File: src/rtl/sipo_rx_ctrl.sv
// Serial receive controller: start-bit detect, WIDTH-bit SIPO capture,
// optional even-parity check, stop-bit check and a valid/ready output word.
module sipo_rx_ctrl #(
  parameter int unsigned WIDTH     = 4,
  parameter bit          PARITY_EN = 1'b1
) (
  input  logic             clk,
  input  logic             rst,
  input  logic             si,
  input  logic             out_ready,
  output logic [WIDTH-1:0] out_data,
  output logic             out_valid,
  output logic             busy,
  output logic             parity_err,
  output logic             frame_err,
  output logic             overrun
);

  localparam int unsigned CntW = (WIDTH > 1) ? $clog2(WIDTH) : 1;
  localparam logic [CntW-1:0] CntLast = CntW'(WIDTH - 1);

  localparam logic [1:0] StIdle   = 2'd0;
  localparam logic [1:0] StData   = 2'd1;
  localparam logic [1:0] StParity = 2'd2;
  localparam logic [1:0] StStop   = 2'd3;

  logic [1:0]       state_q, state_d;
  logic [WIDTH-1:0] shreg_q, shreg_d;
  logic [CntW-1:0]  cnt_q, cnt_d;
  logic             perr_q, perr_d;
  logic [WIDTH-1:0] out_data_q, out_data_d;
  logic             out_valid_q, out_valid_d;
  logic             parity_err_q, parity_err_d;
  logic             frame_err_q, frame_err_d;
  logic             overrun_q, overrun_d;
  logic             consume;

  assign consume = out_valid_q & out_ready;

  // Next-state logic for the frame sequencer and output handshake.
  always_comb begin
    state_d      = state_q;
    shreg_d      = shreg_q;
    cnt_d        = cnt_q;
    perr_d       = perr_q;
    out_data_d   = out_data_q;
    out_valid_d  = out_valid_q & ~consume;
    parity_err_d = 1'b0;
    frame_err_d  = 1'b0;
    overrun_d    = 1'b0;

    case (state_q)
      StIdle: begin
        if (!si) begin
          state_d = StData;
          cnt_d   = '0;
          perr_d  = 1'b0;
        end
      end
      StData: begin
        shreg_d = {shreg_q[WIDTH-2:0], si};
        cnt_d   = cnt_q + 1'b1;
        if (cnt_q == CntLast) begin
          state_d = PARITY_EN ? StParity : StStop;
        end
      end
      StParity: begin
        // Even parity: data bits plus parity bit must XOR to zero.
        perr_d  = (^shreg_q) ^ si;
        state_d = StStop;
      end
      StStop: begin
        state_d = StIdle;
        if (!si) begin
          frame_err_d = 1'b1;
        end else if (perr_q) begin
          parity_err_d = 1'b1;
        end else if (out_valid_q && !out_ready) begin
          // Unconsumed word stays put; the new frame is lost.
          overrun_d = 1'b1;
        end else begin
          out_data_d  = shreg_q;
          out_valid_d = 1'b1;
        end
      end
      default: state_d = StIdle;
    endcase
  end

  // State registers with synchronous active-low reset.
  always_ff @(posedge clk) begin
    if (!rst) begin
      state_q      <= StIdle;
      shreg_q      <= '0;
      cnt_q        <= '0;
      perr_q       <= 1'b0;
      out_data_q   <= '0;
      out_valid_q  <= 1'b0;
      parity_err_q <= 1'b0;
      frame_err_q  <= 1'b0;
      overrun_q    <= 1'b0;
    end else begin
      state_q      <= state_d;
      shreg_q      <= shreg_d;
      cnt_q        <= cnt_d;
      perr_q       <= perr_d;
      out_data_q   <= out_data_d;
      out_valid_q  <= out_valid_d;
      parity_err_q <= parity_err_d;
      frame_err_q  <= frame_err_d;
      overrun_q    <= overrun_d;
    end
  end

  assign out_data   = out_data_q;
  assign out_valid  = out_valid_q;
  assign busy       = (state_q != StIdle);
  assign parity_err = parity_err_q;
  assign frame_err  = frame_err_q;
  assign overrun    = overrun_q;

endmodule

File: config.mk
export PLATFORM = sky130hd
export DESIGN_NAME = sipo_rx_ctrl
export DESIGN_NICKNAME = d
export VERILOG_FILES = /design/src/rtl/sipo_rx_ctrl.sv
export SDC_FILE = /design/constraint.sdc
export NUM_CORES = 1
export LEC_CHECK = 0
export BUFFER_PORTS_ARGS = -buffer_cell sky130_fd_sc_hd__buf_2
export CAP_MARGIN = 20
export CORE_MARGIN = 1.5
export CORE_UTILIZATION = 30
export CTS_CLUSTER_SIZE = 10
export DETAILED_ROUTE_END_ITERATION = 10
export PLACE_DENSITY_LB_ADDON = 0.05
export SLEW_MARGIN = 10
export SYNTH_ARGS = -nofsm -noshare
export SYNTH_HDL_FRONTEND = slang
export SYNTH_SLANG_ARGS = --single-unit
File: constraint.sdc
create_clock -name clk -period 1.3 [get_ports clk]
set_input_delay 0.26 -clock clk [delete_from_list [all_inputs] [get_ports clk]]
set_output_delay 0.26 -clock clk [all_outputs]
set_load 0.05 [all_outputs]
==> results of run 1 <==
[state kept, by name, indices dropped and copies added, names as in the netlist]
register    cells
out_data        4
shreg_q         4
cnt_q           2
state_q         2
frame_err       1
out_valid       1
overrun         1
parity_err      1
perr_q          1
[routing by layer]
layer	wire, um	track usage	vias to the layer above
met5	0	0	-
met3	83	0.0537	5
met1	694	0.138	262
li1	-	-	301
met4	25	0.0385	0
met2	700	0.171	12
[kinds of logic after synthesis]
| kind of cell | after synthesis |
|---|---|
| and+or+nand+nor | 28 |
| DFF | 17 |
| muxes | 9 |
| AOI/OAI and AO/OA | 8 |
| adders and majority gates | 5 |
| xor gates and xnor gates | 3 |
| buffers and inverters | 6 |
[layout by cell type, fill, tap and decap left out, types with 2 or more instances in the layout]
cell type   n
dfxtp_1    14
nor2b_1    12
buf_2      11
mux2i_1     9
buf_4       8
nor2_1      5
ha_1        3
clkbuf_4    3
dfxtp_2     3
inv_2       2
xnor2_1     2
nand2_1     2
ha_4        2
buf_6       2
[final timing paths]
path | start | to | slack [ps]
setup / recovery | state_q[0] | busy | -90
hold / removal | si | frame_err | 270
setup reg to reg | state_q[1] | state_q[1] | -50
hold reg to reg | perr_q | parity_err | 500
[what timing repair did]
item,in CTS,in global routing
hold endpoints to repair,0,0
resized for setup,8,13
pin swaps,1,3
setup endpoints to repair,7,13
setup buffers,4,4
[power by group through the flow]
stage               sequential, mW  combinational, mW  clock (mW)
floorplan                    0.657              0.566           0
global placement             0.658              0.722           0
detailed placement           0.657              0.716           0
CTS                          0.647              0.949       0.304
global route                 0.660               1.38       0.319
finish                       0.650               1.28       0.287
[final cells by class]
type / instances / area (um2)
fill: 254 / 1410
multi-input combinational: 53 / 467
sequential: 17 / 344
timing repair buffer: 22 / 153
tap: 30 / 37.5
clock buffer: 3 / 22.5
inverter: 3 / 15.0
clock inverter: 1 / 5.00
[metrics by stage]
stage | hold WS, ps | instance area, um2 | cells | setup slack (ps) | total power [mW]
after floorplan | 332 | 779 | 76 | -20.0 | 1.22
after global placement | 499 | 877 | 117 | 2.01 | 1.38
after detailed placement | 496 | 877 | 117 | -13.7 | 1.37
after CTS | 209 | 956 | 125 | -97.0 | 1.90
after global routing | 260 | 1040 | 129 | -153 | 2.36
final | 265 | 1040 | 129 | -92.2 | 2.22
==> impl_results.md, run 1 <==
* Status: finished with violations
* Failing checks: setup timing
* Async set-or-reset flop fraction in the synthesized netlist at 0
* Top cell type's share of synthesized area at 0.445
* HP Class: primary input to flip-flop
* All-Layer GR Usage at 0.113
* Top_reg_cell synth: dfxtp_1
* Clk_lat worst skew at 290 ps
* DRC at 0
* Final net count at between 100 and 150
* Synthesis-stage register bit count at 17
* Hpwl dp at 949 um
* RSZ-0062 raised after global routing: yes
* Syn Inst Count at 76
* Maximum VDD drop at 0.839 mV
* Hold buffers post-CTS at 0
* Worst Skew at 3.83 ps
* Vias at 580
* Cts bufs inserted at 3
* Most frequent cell after synthesis: dfxtp_1
* Htree depth at 1
* Peak fanout along the critical path at 3
* WP data required at 1040 ps
* Vias in the first global route at 521
* Fin Setup TNS at -147 ps
* I/O Pins at 13
* Layout area overhead at 36.5%
* Core Region at between 2000 and 2500 um2
* Pin count of the biggest net entering global routing at 20
* Clk network pwr share at 0.129
* Avg Cell Area, Syn at ~10 um2
* Dominant cells by area after synthesis: dfxtp_1 (45%), mux2i_1 (12%), nor2b_1 (11%), ha_1 (8.2%), nor2_1 (2.5%)
* Via density at about 4.5
* Synth Area in XOR/XNOR at 0.0344
* Maximum root-to-sink buffer count at 2
* Power Density at 2120 nW/um2
* Yosys top cell by area: dfxtp_1
* Post-Synth Adder-Cell Area at 0.0818
* Die X at approximately 53 um
* Number of max-cap violations at 0
* First-pass GRT wire length at 2.25 mm
* CTS tree: built
* Clock Root Buffer: clkbuf_4
* Synth unique cells at 25
* Yosys warnings at 0
* Ant. Diodes at 0
* Top Family by Delay on Critical Path: flip-flops
* WP buf/inv at 3
* Period minus WS final at 1390 ps
* Setup violations, final at 2
* Register share of total power at 0.293
* Initial antenna violation count at 0
* Gate power share at 0.577
* Total grt overflow at 0
* Synthesized cell area at 764 um2
* Post-synth EDFFs at 0
* Routability congestion estimate at ~0.73
* Final ANT Viol Nets at 0
* Starting DRT DRC Count at 3
* Critical-path top delay cell: dfxtp_2
* Die Y at 53.5 um
* Number of cells on the worst reg-to-reg path at 7
* Net Sw Frac at 0.382
* Hold Path Stages at 2
* Sw Pwr at 0.848 mW
* Worst path cell trace: inv_2, ha_4, clkinvlp_4, buf_8
* LEAKAGE at 0.425 nW
* Worst setup margin at -92.2 ps
* Hold Violations, Final at 0
* Slew HR at 0.788
* Share of cells above drive strength 1 at 0.414
* Final period utilization at 1.07
* Total wire length at around 1.5 mm
* Crit Path Class: flip-flop to output port
* Internal power at 1.37 mW
* Register area share after synthesis at 0.445
* CP max stage delay at 350 ps
* Actual slew at the worst max-slew pin at 318 ps
* CTS sink cnt at 17
* Compound-Gate Fraction of Synth Area at 0.0704
* Fin. max-slew vios at 0
* Mux contribution to synthesized area at 0.118
* Arr. time, crit path at about 1100 ps
* Commonest cells in the synthesized netlist: dfxtp_1 (17), nor2b_1 (13), mux2i_1 (9), ha_1 (5), nor2_1 (5)
* Synth Area in Simple Gates at 0.219
* DR WL/cell at 11.7 um
* Largest family of logic cells by synthesized area: simple AND/OR/NAND/NOR gates
* Util after Layout at 0.425
* Crit. End Element: output port
* Synthesized net count at 85
* Initial Utilization at 0.311
* CTS clk-pin slew, worst paths at 100 ps
* CP Launch Type: flip-flop
* Die ar. at 2860 um2
* Max Freq at 718 MHz
* DRT Pass-1 Iters at 4
* Total stage count of the critical path at 4
* PortBufs at 12
* Rows at 18
Note: power is estimated with default switching activity, not from simulation.
==> run 2, diff against run 1 <==
CORE_ASPECT_RATIO = 0.9   (was not set)
==> run 2 against run 1 <==
The flow still finishes with violations (setup timing). Cell count decreased by 5.4%. First-iteration DRC count rose by 33%. Critical path depth unchanged. Clock-buffer cell count stayed put. Flip-flop and latch count stayed put. Sequential power about the same. Non-clock buffer count down 5. Clock power hardly changed. Core utilization is 3.1 points lower. Via count fell by 7.2%. Worst setup slack better by 10 ps.
==> impl_results.md, run 2 (synthesis results as in run 1) <==
* Status: finished with violations
* Failing checks: setup timing
* Final Instance Area at 956 um2 (-8.4%)
* Hold Path Stages at 2 (unchanged)
* Vias at 538 (-7.2%)
* Sw Pwr at 0.727 mW (-14%)
* Maximum VDD drop at 1.07 mV (+28%)
* Register share of total power at 0.347 (+0.054)
* Initial Utilization at 0.315 (+0.00386)
* Clock Root Buffer: clkbuf_4
* Total wire length at 1.33 mm (-12%)
* Vias in the first global route at 543 (+4.2%)
* Arr. time, crit path at 1120 ps (about the same)
* CP Launch Type: flip-flop
* Layout area overhead at 25.0%
* Cts bufs inserted at 3 (unchanged)
* Die ar. at 2860 um2 (about the same)
* Worst Skew at 11.1 ps (+7.28 ps)
* Hold Violations, Final at 0 (unchanged)
* Peak fanout along the critical path at 3 (unchanged)
* Setup violations, final at 3 (+1)
* Share of cells above drive strength 1 at 0.362 (-0.0524)
* CTS sink cnt at 17 (unchanged)
* Hpwl dp at 912 um (-3.9%)
* DRT Pass-1 Iters at 4 (unchanged)
* WP data required at 1040 ps (about the same)
* Max Freq at 724 MHz (+0.72%)
* Fin. max-slew vios at 0 (unchanged)
* Routability congestion estimate at 0.681 (-6.8%)
* Net Sw Frac at 0.387 (+0.00474)
* DRC at 0 (unchanged)
* Min-Delay Endpoint: frame_err
* Reg-to-reg slack, setup at -10 ps (+40 ps)
* CTS clk-pin slew, worst paths at 110 ps (about the same)
* DR WL/cell at 10.9 um (-6.8%)
* CTS tree: built
* Reg-to-reg critical path startpoint: state_q[0]
* HP Class: primary input to flip-flop
* Gate power share at 0.502 (-0.075)
* Reg2reg end: out_data[0]
* CP max stage delay at 350 ps (about the same)
* Crit. End Element: output port
* Hold buffers post-CTS at 0 (unchanged)
* Clk network pwr share at 0.151 (+0.022)
* Ant. Diodes at 0 (unchanged)
* Hold Startpoint: si
* Total grt overflow at 0 (unchanged)
* Initial antenna violation count at 0 (unchanged)
* Power Density at 1960 nW/um2 (-7.6%)
* Worst path cell trace: inv_2, ha_4, clkinvlp_4, buf_6
* Number of cells on the worst reg-to-reg path at 5 (-2)
* Pre-CTS WS at -11.3 ps (+2.41 ps)
* Actual slew at the worst max-slew pin at 326 ps (+8.62 ps)
* Rows at 17 (-1)
* Fin Setup TNS at -94.7 ps (+52.1 ps)
* All-Layer GR Usage at 0.112 (-0.000740)
* Maximum root-to-sink buffer count at 2 (unchanged)
* Commonest non-fill, non-tap cells in the layout: dfxtp_1 (14), nor2b_1 (12), buf_2 (11)
* Filler cells at 264 (+3.9%)
* Htree depth at 1 (unchanged)
* Crit Path Class: flip-flop to output port
* Die Y at 50.9 um (-4.8%)
* Final net count at 104 (-4.6%)
* LEAKAGE at 0.392 nW (-7.7%)
* Internal power at 1.15 mW (-16%)
* Critical-path top delay cell: dfxtp_2
* WP buf/inv at 3 (unchanged)
* Period minus WS final at 1380 ps (-10.0 ps)
* First-pass GRT wire length at 2.42 mm (+7.4%)
* Worst setup margin at -82.2 ps (+10.0 ps)
* Final ANT Viol Nets at 0 (unchanged)
* Top Family by Delay on Critical Path: flip-flops
* Die X at 56.2 um (+5.1%)
* Clk_lat worst skew at 290 ps (about the same)
* Pin count of the biggest net entering global routing at 20 (unchanged)
* Via density at 4.41 (-1.9%)
* Starting DRT DRC Count at 4 (+1)
* Number of max-cap violations at 0 (unchanged)
* RSZ-0062 raised after global routing: yes
* Final period utilization at 1.06 (-0.00769)
* Core Region at 2420 um2 (-1.2%)
* PortBufs at 12 (unchanged)
* Area post-placement at 875 um2 (-0.29%)
* Commonest non-fill, non-tap cell in the layout: dfxtp_1
* I/O Pins at 13 (unchanged)
* Slew HR at 0.782 (-0.00576)
run 2: cell types whose count changed in the layout (fill, tap and decap cells not counted):
cell	change
a21boi_1	+1
a21boi_2	-1
a21oi_2	+1
a21oi_4	-1
buf_4	-3
buf_6	-1
buf_8	-1
ha_1	+1
ha_4	-1
nor2b_2	+1
nor2b_4	-1
o21ai_2	+1
o21ai_4	-1
run 2: layout make-up:
type | instances | area [um2] | share of cell area
clock buffer | 3 | 22.5 | 0.0236
timing repair buffer | 17 | 104 | 0.109
inverter | 3 | 15.0 | 0.0157
tap | 28 | 35.0 | 0.0366
sequential | 17 | 344 | 0.360
multi-input combinational | 53 | 430 | 0.450
clock inverter | 1 | 5.00 | 0.00524
run 2: power by group through the flow:
stage	clock network [mW]	registers, mW	logic [mW]
floorplan	0	0.657	0.566
global placement	0	0.658	0.722
detailed placement	0	0.659	0.714
CTS	0.299	0.651	0.869
global route	0.329	0.661	1.03
finish	0.284	0.651	0.942
run 2: metrics by stage:
step / utilization / instances / power (mW) / hold WS (ps)
2_1_floorplan: - / 76 / 1.22 / 332
3_3_place_gp: 0.361 / 115 / 1.38 / 497
3_5_place_dp: 0.361 / 115 / 1.37 / 495
4_1_cts: 0.385 / 121 / 1.82 / 213
5_1_grt: 0.394 / 122 / 2.02 / 237
6_report: 0.394 / 122 / 1.88 / 247
run 2: worst max path at each step:
| stage | from | to | slack (ps) | cells past startpoint |
|---|---|---|---|---|
| 3_5_place_dp | state_q[0] | out_data[2] | -10 | 5 |
| 4_1_cts | state_q[1] | busy | -90 | 4 |
| 6_report | state_q[1] | busy | -80 | 4 |
| 2_1_floorplan | state_q[1] | state_q[1] | -20 | 7 |
| 5_1_grt | state_q[1] | busy | -160 | 4 |
| 3_3_place_gp | state_q[0] | cnt_q[0] | -4 | 6 |
run 2: worst reg2reg max path, stage by stage (launching register included):
cell and delay (ps):
dfxtp_2 370, ha_1 180, nand2_2 90, nor3_4 270
mux2i_1 230, nor2b_1 60
run 2: repair_timing:
item	in CTS	in global routing
setup endpoints to repair	8	11
gates resized for setup	8	4
buffers inserted	2	1
pin swaps	2	1
run 2: layer usage:
metal,track usage,vias up,wire length [um]
li1,-,292,-
met1,0.144,231,689
met2,0.165,13,540
met3,0.0557,2,80
met4,0.0357,0,15
met5,0,-,0
==> run 3, diff against run 2 <==
--- a/constraint.sdc
+++ b/constraint.sdc
@@ -3,2 +3,2 @@
 set_output_delay 0.26 -clock clk [all_outputs]
-set_load 0.05 [all_outputs]
+set_load 0.02 [all_outputs]
==> run 3 against run 2 <==
The run still ends with setup timing left. Core utilization grew 4.0 points. First-iteration DRC count grew 130%. Combinational power grew 10%. Clock power grew 6%. Largest cell class unchanged. Largest power group unchanged. Highest routed layer unchanged. Fmax grew 3.5%. Critical path type unchanged.
==> impl_results.md, run 3 (synthesis results as in run 1) <==
* Final ANT Viol Nets at 0 (unchanged)
* Fin Setup TNS at -57.1 ps (+37.6 ps)
* I/O Pins at 13 (unchanged)
* Crit. End Element: output port
* Worst path cell trace: inv_4, ha_4, inv_2, buf_6
* Post-route insts no fill at 130 (+6.6%)
* Routability congestion estimate at 0.691 (+1.5%)
* Final net count at 112 (+7.7%)
* HP Class: primary input to flip-flop
* Filler cells at 238 (-9.8%)
* Die ar. at 2860 um2 (unchanged)
* Crit Path Class: flip-flop to output port
* Commonest non-fill, non-tap cells in the layout: dfxtp_1 (15), buf_4 (13), nor2b_1 (12)
* Vias at 596 (+11%)
* Final Instance Area at 1050 um2 (+10%)
* Initial Utilization at 0.315 (unchanged)
* Placed insts at 116 (+0.87%)
* Storage cell area at 348 um2 (+1.1%)
* WP data required at 1040 ps (about the same)
* Number of max-cap violations at 0 (unchanged)
* Die X at 56.2 um (unchanged)
* Hpwl dp at 938 um (+2.8%)
* CP Launch Type: flip-flop
* Critical-path top delay cell: dfxtp_4
* Power Density at 1920 nW/um2 (-1.9%)
* Total grt overflow at 0 (unchanged)
* Pre-CTS WS at -59.6 ps (-48.3 ps)
* Number of cells on the worst reg-to-reg path at 6 (+1)
* Hold Violations, Final at 0 (unchanged)
* DR WL/cell at 12.1 um (+11%)
* Reg2reg end: state_q[1]
* Htree depth at 1 (unchanged)
* Setup crit end: busy
* CTS tree: built
* Starting DRT DRC Count at 9 (+5)
* CP max stage delay at 400 ps (+50 ps)
* RSZ-0062 raised after global routing: yes
* Actual slew at the worst max-slew pin at 312 ps (-14.5 ps)
* Initial antenna violation count at 0 (unchanged)
* Share of cells above drive strength 1 at 0.431 (+0.0697)
* Reg-to-reg slack, setup at -20 ps (about the same)
* Rows at 17 (unchanged)
* Via density at 4.58 (+4.0%)
* Layout area overhead at 37.8%
* Slew HR at 0.792 (+0.00969)
* Maximum root-to-sink buffer count at 2 (unchanged)
* Failing checks: setup timing
* Worst Skew at 5.96 ps (-5.16 ps)
* Peak fanout along the critical path at 3 (unchanged)
* Worst setup margin at -35.6 ps (+46.5 ps)
* Die Y at 50.9 um (unchanged)
* Clk_lat worst skew at 300 ps (about the same)
* Pin count of the biggest net entering global routing at 20 (unchanged)
* Total wire length at 1.57 mm (+19%)
* Fin. max-slew vios at 0 (unchanged)
* Cts bufs inserted at 3 (unchanged)
* Max Freq at 749 MHz (+3.5%)
* Worst hold slack at 163 ps (-83.6 ps)
* Maximum VDD drop at 1.27 mV (+18%)
* Clock Root Buffer: clkbuf_4
* Reg-to-reg critical path startpoint: state_q[0]
* Commonest non-fill, non-tap cell in the layout: dfxtp_1
* Period minus WS final at 1340 ps (-46.5 ps)
* Area of the multi-input gates at 463 um2 (+7.6%)
* Arr. time, crit path at 1080 ps (-40 ps)
* PortBufs at 12 (unchanged)
* DRT Pass-1 Iters at 4 (unchanged)
* Area post-placement at 880 um2 (+0.57%)
* First-pass GRT wire length at 2.55 mm (+5.4%)
* Worst setup path startpoint: state_q[1]
* CTS sink cnt at 17 (unchanged)
* CTS clk-pin slew, worst paths at 110 ps (about the same)
* DRC at 0 (unchanged)
* Vias in the first global route at 565 (+4.1%)
* All-Layer GR Usage at 0.122 (+0.00947)
* LEAKAGE at 0.442 nW (+13%)
* Status: finished with violations
* Setup violations, final at 2 (-1)
* Core Region at 2420 um2 (unchanged)
* Ant. Diodes at 0 (unchanged)
* Final period utilization at 1.03 (-0.0358)
[run 3: changes by cell type in the layout (fill, tap and decap cells not counted), sizes merged]
cell / change
clkinvlp: -1
inv: +1
buf: +8
[run 3: layout make-up]
class	count	area share
clock buffer	3	0.0214
clock inverter	1	0.00475
inverter	3	0.0154
multi-input combinational	53	0.439
sequential	17	0.330
tap	28	0.0333
timing repair buffer	25	0.156
[run 3: metrics by stage]
step           total power, mW  utilization
2_1_floorplan             1.15            -
3_3_place_gp              1.29        0.363
3_5_place_dp              1.28        0.363
4_1_cts                   1.90        0.416
5_1_grt                   2.17        0.434
6_report                  2.03        0.434
[run 3: critical path, delay by kind of cell (launching register included)]
family | cells | cell delay [ps]
adder cells (fa/ha/maj) | 1 | 160
flip-flops | 1 | 400
buffers and inverters | 3 | 210
[run 3: power by group]
part	total [mW]	switching [mW]	internal, mW
combinational	1.04	0.481	0.556
clock	0.300	0.185	0.115
sequential	0.692	0.0887	0.603
[run 3: repair_timing]
action                     4_1_cts  5_1_grt
pin swaps                        4        4
setup endpoints to repair        8       10
setup buffers                    7        3
hold buffers                     0        0
gates resized for setup         17        6
[run 3: worst min-delay path by stage]
stage	endpoint	start	cells after the start	slack, ps
2_1_floorplan	frame_err	si	1	330
3_3_place_gp	frame_err	si	2	460
3_5_place_dp	frame_err	si	2	460
4_1_cts	frame_err	si	2	150
5_1_grt	frame_err	si	2	160
6_report	frame_err	si	2	160
[run 3: metal layers]
layer  GRT usage  share of wire  up-vias
li1            -              -      309
met1       0.146           0.49      267
met2       0.190           0.44       16
met3      0.0329          0.043        4
met4      0.0833          0.022        0
met5           0              0        -
